===== src/rtl/regfile_pkg.sv =====
// Shared constants and clear-sequencer state encoding for the scoreboarded register file.
package regfile_pkg;
    localparam int DEF_DATA_WIDTH = 18;
    localparam int DEF_ADDR_WIDTH = 4;
    localparam int DEF_NUM_REGS   = 16;

    typedef enum logic {
        CLR_IDLE  = 1'b0,
        CLR_CLEAR = 1'b1
    } clr_state_e;
endpackage


===== src/rtl/regfile_scoreboard_if.sv =====
// Decode/writeback-facing bundle of the register file: write, reserve, read and clear signals.
interface regfile_scoreboard_if
    import regfile_pkg::*;
#(
    parameter int DATA_WIDTH = DEF_DATA_WIDTH,
    parameter int ADDR_WIDTH = DEF_ADDR_WIDTH
);
    logic                  write_enable;
    logic [ADDR_WIDTH-1:0] write_addr;
    logic [DATA_WIDTH-1:0] write_data;
    logic [ADDR_WIDTH-1:0] read_addr1;
    logic [ADDR_WIDTH-1:0] read_addr2;
    logic [DATA_WIDTH-1:0] read_data1;
    logic [DATA_WIDTH-1:0] read_data2;
    logic                  read_pending1;
    logic                  read_pending2;
    logic                  reserve_enable;
    logic [ADDR_WIDTH-1:0] reserve_addr;
    logic                  clear_start;
    logic                  clear_busy;
    logic                  write_reject;
    clr_state_e            clear_state;

    modport master (
        output write_enable, write_addr, write_data, read_addr1, read_addr2,
               reserve_enable, reserve_addr, clear_start,
        input  read_data1, read_data2, read_pending1, read_pending2,
               clear_busy, write_reject, clear_state
    );

    modport slave (
        input  write_enable, write_addr, write_data, read_addr1, read_addr2,
               reserve_enable, reserve_addr, clear_start,
        output read_data1, read_data2, read_pending1, read_pending2,
               clear_busy, write_reject, clear_state
    );
endinterface


===== src/rtl/regfile_clear_seq.sv =====
// Sequenced clear engine: walks a pointer over every implemented entry, one per cycle.
module regfile_clear_seq
    import regfile_pkg::*;
#(
    parameter int ADDR_WIDTH = DEF_ADDR_WIDTH,
    parameter int NUM_REGS   = DEF_NUM_REGS
)(
    input  logic                  clock,
    input  logic                  reset,
    input  logic                  i_clear_start,
    output logic                  o_clear_busy,
    output logic                  o_clear_we,
    output logic [ADDR_WIDTH-1:0] o_clear_addr,
    output clr_state_e            o_state
);
    localparam logic [ADDR_WIDTH-1:0] LAST_PTR = ADDR_WIDTH'(NUM_REGS - 1);

    clr_state_e            r_state;
    clr_state_e            w_next_state;
    logic [ADDR_WIDTH-1:0] r_ptr;
    logic [ADDR_WIDTH-1:0] w_next_ptr;

    always_ff @(posedge clock) begin
        if (reset) begin
            r_state <= CLR_IDLE;
            r_ptr   <= '0;
        end else begin
            r_state <= w_next_state;
            r_ptr   <= w_next_ptr;
        end
    end

    always_comb begin
        w_next_state = r_state;
        w_next_ptr   = r_ptr;
        case (r_state)
            CLR_IDLE: begin
                if (i_clear_start) begin
                    w_next_state = CLR_CLEAR;
                    w_next_ptr   = '0;
                end
            end
            CLR_CLEAR: begin
                // Start requests are ignored here; the sweep always runs to completion.
                if (r_ptr == LAST_PTR) begin
                    w_next_state = CLR_IDLE;
                    w_next_ptr   = '0;
                end else begin
                    w_next_ptr = r_ptr + 1'b1;
                end
            end
            default: begin
                w_next_state = CLR_IDLE;
                w_next_ptr   = '0;
            end
        endcase
    end

    assign o_clear_busy = (r_state == CLR_CLEAR);
    assign o_clear_we   = (r_state == CLR_CLEAR);
    assign o_clear_addr = r_ptr;
    assign o_state      = r_state;
endmodule


===== src/rtl/regfile_scoreboard.sv =====
// Register file with per-entry pending scoreboard and sequenced clear.
// Optional write-to-read bypass is compiled in with REGFILE_BYPASS_EN.
module regfile_scoreboard
    import regfile_pkg::*;
#(
    parameter int DATA_WIDTH = DEF_DATA_WIDTH,
    parameter int ADDR_WIDTH = DEF_ADDR_WIDTH,
    parameter int NUM_REGS   = DEF_NUM_REGS
)(
    input  logic                 clock,
    input  logic                 reset,
    regfile_scoreboard_if.slave  bus
);
    localparam logic [ADDR_WIDTH:0] NUM_REGS_W = (ADDR_WIDTH+1)'(NUM_REGS);

    logic [DATA_WIDTH-1:0] r_mem [NUM_REGS];
    logic [NUM_REGS-1:0]   r_pend;
    logic                  r_write_reject;

    logic                  w_clr_busy;
    logic                  w_clr_we;
    logic [ADDR_WIDTH-1:0] w_clr_addr;
    logic                  w_wr_ok;
    logic                  w_rsv_ok;
    logic [DATA_WIDTH-1:0] w_rd_data1;
    logic [DATA_WIDTH-1:0] w_rd_data2;
    logic                  w_rd_pend1;
    logic                  w_rd_pend2;

    function automatic logic addr_ok(input logic [ADDR_WIDTH-1:0] a);
        return {1'b0, a} < NUM_REGS_W;
    endfunction

    regfile_clear_seq #(
        .ADDR_WIDTH (ADDR_WIDTH),
        .NUM_REGS   (NUM_REGS)
    ) u_clear_seq (
        .clock         (clock),
        .reset         (reset),
        .i_clear_start (bus.clear_start),
        .o_clear_busy  (w_clr_busy),
        .o_clear_we    (w_clr_we),
        .o_clear_addr  (w_clr_addr),
        .o_state       (bus.clear_state)
    );

    // The clear sweep owns the array; external writes and reserves are locked out meanwhile.
    assign w_wr_ok  = bus.write_enable && addr_ok(bus.write_addr) && !w_clr_busy;
    assign w_rsv_ok = bus.reserve_enable && addr_ok(bus.reserve_addr) && !w_clr_busy;

    always_ff @(posedge clock) begin
        if (reset) begin
            for (int i = 0; i < NUM_REGS; i++) r_mem[i] <= '0;
            r_pend         <= '0;
            r_write_reject <= 1'b0;
        end else begin
            r_write_reject <= bus.write_enable && !w_wr_ok;
            if (w_clr_we) begin
                r_mem[w_clr_addr]  <= '0;
                r_pend[w_clr_addr] <= 1'b0;
            end
            if (w_wr_ok) begin
                r_mem[bus.write_addr]  <= bus.write_data;
                r_pend[bus.write_addr] <= 1'b0;
            end
            // Placed after the write so a same-cycle reserve leaves the entry pending.
            if (w_rsv_ok) r_pend[bus.reserve_addr] <= 1'b1;
        end
    end

    always_comb begin
        w_rd_data1 = '0;
        w_rd_pend1 = 1'b0;
        w_rd_data2 = '0;
        w_rd_pend2 = 1'b0;
        if (addr_ok(bus.read_addr1)) begin
            w_rd_data1 = r_mem[bus.read_addr1];
            w_rd_pend1 = r_pend[bus.read_addr1];
        end
        if (addr_ok(bus.read_addr2)) begin
            w_rd_data2 = r_mem[bus.read_addr2];
            w_rd_pend2 = r_pend[bus.read_addr2];
        end
`ifdef REGFILE_BYPASS_EN
        if (w_wr_ok && bus.read_addr1 == bus.write_addr) begin
            w_rd_data1 = bus.write_data;
            w_rd_pend1 = w_rsv_ok && (bus.reserve_addr == bus.write_addr);
        end
        if (w_wr_ok && bus.read_addr2 == bus.write_addr) begin
            w_rd_data2 = bus.write_data;
            w_rd_pend2 = w_rsv_ok && (bus.reserve_addr == bus.write_addr);
        end
`endif
    end

    assign bus.read_data1    = w_rd_data1;
    assign bus.read_data2    = w_rd_data2;
    assign bus.read_pending1 = w_rd_pend1;
    assign bus.read_pending2 = w_rd_pend2;
    assign bus.clear_busy    = w_clr_busy;
    assign bus.write_reject  = r_write_reject;
endmodule


===== src/flat_wrapper.sv =====
// flat-port wrapper written by rule: the top's interface ports become plain ports
module regfile_scoreboard_flat import regfile_pkg::*;
#(
    parameter int DATA_WIDTH = DEF_DATA_WIDTH,
    parameter int ADDR_WIDTH = DEF_ADDR_WIDTH,
    parameter int NUM_REGS   = DEF_NUM_REGS
)
  (clock, reset, bus_write_enable, bus_write_addr, bus_write_data, bus_read_addr1, bus_read_addr2, bus_reserve_enable, bus_reserve_addr, bus_clear_start, bus_read_data1, bus_read_data2, bus_read_pending1, bus_read_pending2, bus_clear_busy, bus_write_reject, bus_clear_state);
  regfile_scoreboard_if #(.DATA_WIDTH(DATA_WIDTH), .ADDR_WIDTH(ADDR_WIDTH)) bus_i ();
  input  logic clock;
  input  logic reset;
  input wire logic [$bits(bus_i.write_enable)-1:0] bus_write_enable;
  input wire logic [$bits(bus_i.write_addr)-1:0] bus_write_addr;
  input wire logic [$bits(bus_i.write_data)-1:0] bus_write_data;
  input wire logic [$bits(bus_i.read_addr1)-1:0] bus_read_addr1;
  input wire logic [$bits(bus_i.read_addr2)-1:0] bus_read_addr2;
  input wire logic [$bits(bus_i.reserve_enable)-1:0] bus_reserve_enable;
  input wire logic [$bits(bus_i.reserve_addr)-1:0] bus_reserve_addr;
  input wire logic [$bits(bus_i.clear_start)-1:0] bus_clear_start;
  output wire logic [$bits(bus_i.read_data1)-1:0] bus_read_data1;
  output wire logic [$bits(bus_i.read_data2)-1:0] bus_read_data2;
  output wire logic [$bits(bus_i.read_pending1)-1:0] bus_read_pending1;
  output wire logic [$bits(bus_i.read_pending2)-1:0] bus_read_pending2;
  output wire logic [$bits(bus_i.clear_busy)-1:0] bus_clear_busy;
  output wire logic [$bits(bus_i.write_reject)-1:0] bus_write_reject;
  output wire logic [$bits(bus_i.clear_state)-1:0] bus_clear_state;
  assign bus_i.write_enable = bus_write_enable;
  assign bus_i.write_addr = bus_write_addr;
  assign bus_i.write_data = bus_write_data;
  assign bus_i.read_addr1 = bus_read_addr1;
  assign bus_i.read_addr2 = bus_read_addr2;
  assign bus_i.reserve_enable = bus_reserve_enable;
  assign bus_i.reserve_addr = bus_reserve_addr;
  assign bus_i.clear_start = bus_clear_start;
  assign bus_read_data1 = bus_i.read_data1;
  assign bus_read_data2 = bus_i.read_data2;
  assign bus_read_pending1 = bus_i.read_pending1;
  assign bus_read_pending2 = bus_i.read_pending2;
  assign bus_clear_busy = bus_i.clear_busy;
  assign bus_write_reject = bus_i.write_reject;
  assign bus_clear_state = bus_i.clear_state;
  regfile_scoreboard #(.DATA_WIDTH(DATA_WIDTH), .ADDR_WIDTH(ADDR_WIDTH), .NUM_REGS(NUM_REGS)) u_core (.clock(clock), .reset(reset), .bus(bus_i));
endmodule

===== config.mk =====
export PLATFORM = sky130hd
export DESIGN_NAME = regfile_scoreboard_flat
export DESIGN_NICKNAME = d
export VERILOG_FILES = /design/src/rtl/regfile_pkg.sv /design/src/rtl/regfile_scoreboard_if.sv /design/src/rtl/regfile_clear_seq.sv /design/src/rtl/regfile_scoreboard.sv /design/src/flat_wrapper.sv
export SDC_FILE = /design/constraint.sdc
export NUM_CORES = 1
export LEC_CHECK = 0
export CAP_MARGIN = 20
export CORE_UTILIZATION = 60
export CTS_CLUSTER_SIZE = 28
export DETAILED_ROUTE_END_ITERATION = 8
export HOLD_SLACK_MARGIN = 0.08
export PLACE_DENSITY = 0.79
export SYNTH_ARGS = -nofsm -noshare
export SYNTH_HDL_FRONTEND = slang
export SYNTH_SLANG_ARGS = --single-unit

===== constraint.sdc =====
create_clock -name clock -period 5.8 [get_ports clock]
set_input_delay 1.74 -clock clock [delete_from_list [all_inputs] [get_ports clock]]
set_output_delay 1.74 -clock clock [all_outputs]
set_load 0.02 [all_outputs]

After elaboration in Yosys (flattened, before gate mapping) --
Memory sizes are Yosys's and may differ from the RTL's. Index checks and enable logic that the tools add are counted.
Storage, ports and cells: memory bits (writable) 288, memories kept 1, word-level logic and storage cells 67, output and inout bits 41, flip-flop bits (word level) 22
Cells by class: $add $sub $neg 1, order comparisons 8, muxes and demuxes 35, equality and inequality tests 2, reduce and logical (&&, ||, !) cells 10, bitwise gates (word level) 6
Memories:
- u_core.r_mem | depth 16, bits a word 18, read ports 2, clocked after memory_dff 0, wr ports 16, line regfile_scoreboard.sv:16 | logic [DATA_WIDTH-1:0] r_mem [NUM_REGS];
Operators with widths (count):
- 16-bit 2-to-1 mux | 5
- 18-bit 2-to-1 mux | 2
- 18-bit OR reduction | 2
- 16-bit bitwise AND | 2
- 16-bit NOT | 2
- 4-bit by 5-bit less-than comparator with 1-bit output (second input constant) | 5
- 1-bit 2-to-1 mux | 17
- 4-bit 2-to-1 mux | 4
- 16-bit bitwise OR | 1
- 1-bit demux with 4-bit select | 3
- 4-bit by 1-bit >= comparator with 1-bit output (second input constant) | 3
- 1-bit binary-select mux with 4-bit select | 2
- 4-bit case mux with 2 select lines | 1
- 1-bit logical AND | 6
- 4-bit by 1-bit adder with 4-bit output (second input constant) | 1
- 4-bit == test (second input constant) | 1
- 1-bit zero test | 2
- 2-bit inequality test (second input constant) | 1
- 1-bit case mux with 2 select lines | 1
- 1-bit NOT | 1

Longest topological paths before layout --
word-level depth 13, gate-level depth with buffers 7, mapped depth without buffers 5

Cells and area by module --
A second synthesis with hierarchy kept.
Second synthesis, totals: cell total of the unflattened synthesis 1168, area, all modules 16001.6 sq um
Modules (own cells, without submodules):
- regfile_scoreboard | sequential area each 8988.6 sq um, instances 1, area an instance 15738.8 sq um, cells each 1138
- regfile_clear_seq | sequential area each 100.1 sq um, instances 1, area an instance 262.8 sq um, cells each 30

Worst setup path after synthesis --
No wires, ideal clock.
kind input-to-reg, start input reset, end memory u_core.r_mem[13][0] (netlist name), enable pin, arrival 4.645 ns, cell stages on the path 6, setup time 0.445 ns, required time 5.355 ns, path slack 0.710 ns, path through buf_6 > nor3b_1 > buf_2 > mux2i_1 > clkbuf_1 > o41ai_1
RTL lines:
- from (decl) | line flat_wrapper.sv:11 | input logic reset;
- to (decl) | line regfile_scoreboard.sv:16

Worst setup path in the final report --
start input bus_read_addr1[0], end output bus_read_data1[10]
Between the ends: cells in the longest elaborated chain, start to end 1
Ends and longest elaborated chain:
- from (decl) | line flat_wrapper.sv:15 | input wire logic [$bits(bus_i.read_addr1)-1:0] bus_read_addr1;
- memory read 16 x 18 bit
- to (decl) | line flat_wrapper.sv:20 | output wire logic [$bits(bus_i.read_data1)-1:0] bus_read_data1;
No other way between the ends.

==> flow_summary_export.csv <==
group,metric,value,unit
timing,skew,0.02316,ns
floorplanning,die_x,169.9,um
yosys,synth_top_area_share,51.11,%
floorplanning,core,0.02778,mm2
cells_and_area,nets,1277,
critical_path,path_max_fanout,30,
yosys,synth-edff-count,288,
cts,clk_pin_slew,0.06,ns
drt,vias_per_cell,7.659,
critical_path,cpPeakStageDelay,0.57,ns
placement,dp.cells,1572,
critical_path,arrival,3.85,ns
power_and_ir_drop,p_leak,6.464,nW
critical_path,path_class,"input port to primary output",
timing,max_slew_margin,28.06,%
critical_path,path_buf_inv,3,
drt,vias,12530,
critical_path,cp.required,4.06,ns
yosys,yosysWarningCount,0,
critical_path,critPathLaunch,"bus_read_addr1[0]",
floorplanning,initial_utilization,60.91,%
cells_and_area,fillCellCount,1798,
timing,fin_crit_sh,96.43,%
global_route,grt_max_degree,61,
floorplanning,ios,80,
timing,hold_ws,0.5079,ns
yosys,yosysSeqAreaShare,53.71,%
yosys,synth_nets,1222,
placement,gp_congestion,0.8676,
cts,cts_max_path_buffers,3,
cts,clock_sinks,310,
cts,root_buffer,"clkbuf_16",
cells_and_area,layout_commonest_cell,"edfxtp_1",
power_and_ir_drop,vdd_ir_drop_max,0.1526,mV
cts,cts_tree,"yes",
timing,maxSlewViolCount,0,
global_route,grt_pass1_vias,12530,
hold_path,min_path_type,"register to register",
timing,tns,0,ns
yosys,synth_area_leaders,"edfxtp_1 51%, mux4_2 20%, and2_1 4.1%, nor4_1 4.0%, a22oi_1 3.4%",
critical_path,worst_r2r_path_depth,4,
cts,numCtsBuffers,35,
placement,numPortBuffers,79,
cts,postCtsSetupBuffers,0,
floorplanning,row_count,61,
critical_path,crit_end,"bus_read_data1[10]",
cts,cts_max_level,2,
floorplanning,die_h,169.9,um
critical_path,crit_cells,6,
critical_path,path_delay_family,"buffers and inverters",
timing,hold_viol_final,0,
cells_and_area,final_cell_mix,"288 x edfxtp_1, 152 x mux4_2, 111 x and2_1",
yosys,synthArstFlopShare,0,%
global_route,grt_overflow_total,0,
timing,setup_viol,0,
cts,cts_resized,0,
job,maxCapViolations,0,
cells_and_area,syn_to_final_growth,16.38,%
yosys,ys.flop_type,"edfxtp_1",
critical_path,r2r_start,"u_core.u_clear_seq.o_clear_busy",
drt,drtPass1Iterations,5,
cts,worstSkewPairLatency,0.52,ns
yosys,syn_area_per_cell,14.37,um2
cells_and_area,instances_no_fill,1636,
drt,antenna_left,0,
drt,detail_route.wl_per_cell,31.33,um
yosys,syn_area,0.01692,mm2
global_route,antenna_found_initial,1,
power_and_ir_drop,power_density,280.2,mW/mm2
timing,min_period,5.593,ns
placement,post-dp-hpwl,30620,um
cts,cts_hold_buffers,0,
critical_path,slowest_stage,"clkdlybuf4s50_1",
critical_path,reg2reg_to,"u_core.r_mem[13][6]",
cells_and_area,drive_above_1_share,26.97,%
timing,worstMarginPinSlew,1.078,ns
critical_path,cp_cell_sequence,"buf_4, buf_12, mux4_2, a22oi_1, nand2_1, clkdlybuf4s50_1",
status,outcome,"finished clean",
critical_path,cp-end-kind,"primary output",
drt,wirelength,51250,um
yosys,ys_types,52,
yosys,yosys.area.top_type,"edfxtp_1",
floorplanning,dieArea,0.02888,mm2
timing,max_freq,178.8,MHz
critical_path,crit_path_start_kind,"input port",
global_route,grt_first_pass_wirelength,76310,um
critical_path,reg2reg_slack,2.54,ns
drt,remaining_drc_errors,0,
yosys,synth_seq_cells,310,
global_route,grtUsageTotal,36.48,%
drt,drt_iter0_drc,1765,
timing,rsz0062_at_grt,"false",
yosys,syn-instance-count,1178,
[cell usage after synthesis (9+ instances only)]
master	count
a21oi_1	21
a22oi_1	77
and2_1	111
buf_1	18
buf_2	14
clkbuf_1	85
clkinv_1	18
dfxtp_1	22
edfxtp_1	288
mux4_2	152
nand2_1	61
nor2_1	9
nor2b_1	9
nor3_1	43
nor3_2	30
nor4_1	108
o221ai_1	16
o31ai_1	12
[metrics by stage]
stage	util [%]	power [mW]	setup slack [ns]	area (um2)
after floorplan	-	3.045	0.7104	16920
after global placement	66.77	3.347	0.2529	18550
after detailed placement	66.77	3.368	0.2535	18550
after CTS	70.76	5.496	0.2088	19660
after global routing	70.88	5.626	0.1391	19690
final	70.89	5.519	0.2069	19700
[how the worst min path moves through the flow]
stage | start | endpoint | slack (ns) | cells past startpoint
4_1_cts | u_core.r_pend[9] | u_core.r_pend[9] | 0.50 | 2
3_3_place_gp | u_core.r_pend[10] | u_core.r_pend[10] | 0.48 | 2
6_report | u_core.r_pend[11] | u_core.r_pend[11] | 0.51 | 2
2_1_floorplan | u_core.r_pend[10] | u_core.r_pend[10] | 0.46 | 2
3_5_place_dp | u_core.r_pend[11] | u_core.r_pend[11] | 0.49 | 2
5_1_grt | u_core.r_pend[11] | u_core.r_pend[11] | 0.52 | 2
[state kept, by name, indices dropped and copies added, names as in the netlist]
signal / cells
u_core.r_mem: 288
u_core.r_pend: 16
u_core.u_clear_seq.o_clear_addr: 4
u_core.bus.write_reject: 1
u_core.u_clear_seq.o_clear_busy: 1
[worst min-delay path, stage by stage (launching register included)]
cell and delay, ns:
dfxtp_1 0.32, o221ai_1 0.07, a21oi_1 0.06
[power breakdown]
| part | internal (mW) | leakage, nW | switching (mW) |
|---|---|---|---|
| logic | 0.312 | 2.76 | 0.454 |
| clock network | 1.29 | 0.550 | 0.878 |
| registers | 2.53 | 3.15 | 0.0560 |
[routing by layer]
metal | up-vias | wire, um | track usage, % | share of wire (%)
li1 | 4959 | - | - | -
met1 | 6180 | 17230 | 46.42 | 34
met2 | 1159 | 24260 | 57.25 | 47
met3 | 230 | 7023 | 10.37 | 14
met4 | 2 | 2717 | 19.19 | 5.3
met5 | - | 17 | 0 | 0.033
[area by class of cell]
cell class	instances	area [um2]	share of cell area (%)
Timing Repair Buffer	142	1469	7.458
Tap cell	378	473.0	2.401
Antenna cell	1	2.502	0.01271
Clock inverter	14	110.1	0.5591
Multi-Input combinational cell	720	7463	37.89
Clock buffer	47	998.5	5.070
Sequential cell	310	9089	46.15
Inverter	24	90.09	0.4574
[logic make-up (layout without fill, tap and decap cells)]
| family | count (synthesis) | count (layout) | synth area share (%) |
|---|---|---|---|
| other cells | 0 | 1 | 0 |
| compound gates | 143 | 143 | 6.307 |
| fa+ha+maj | 5 | 5 | 0.3697 |
| buf+inv | 148 | 227 | 3.675 |
| simple gates | 411 | 411 | 15.14 |
| flops | 310 | 310 | 53.71 |
| mux | 161 | 161 | 20.81 |
Power figures use the tool's default switching activity.
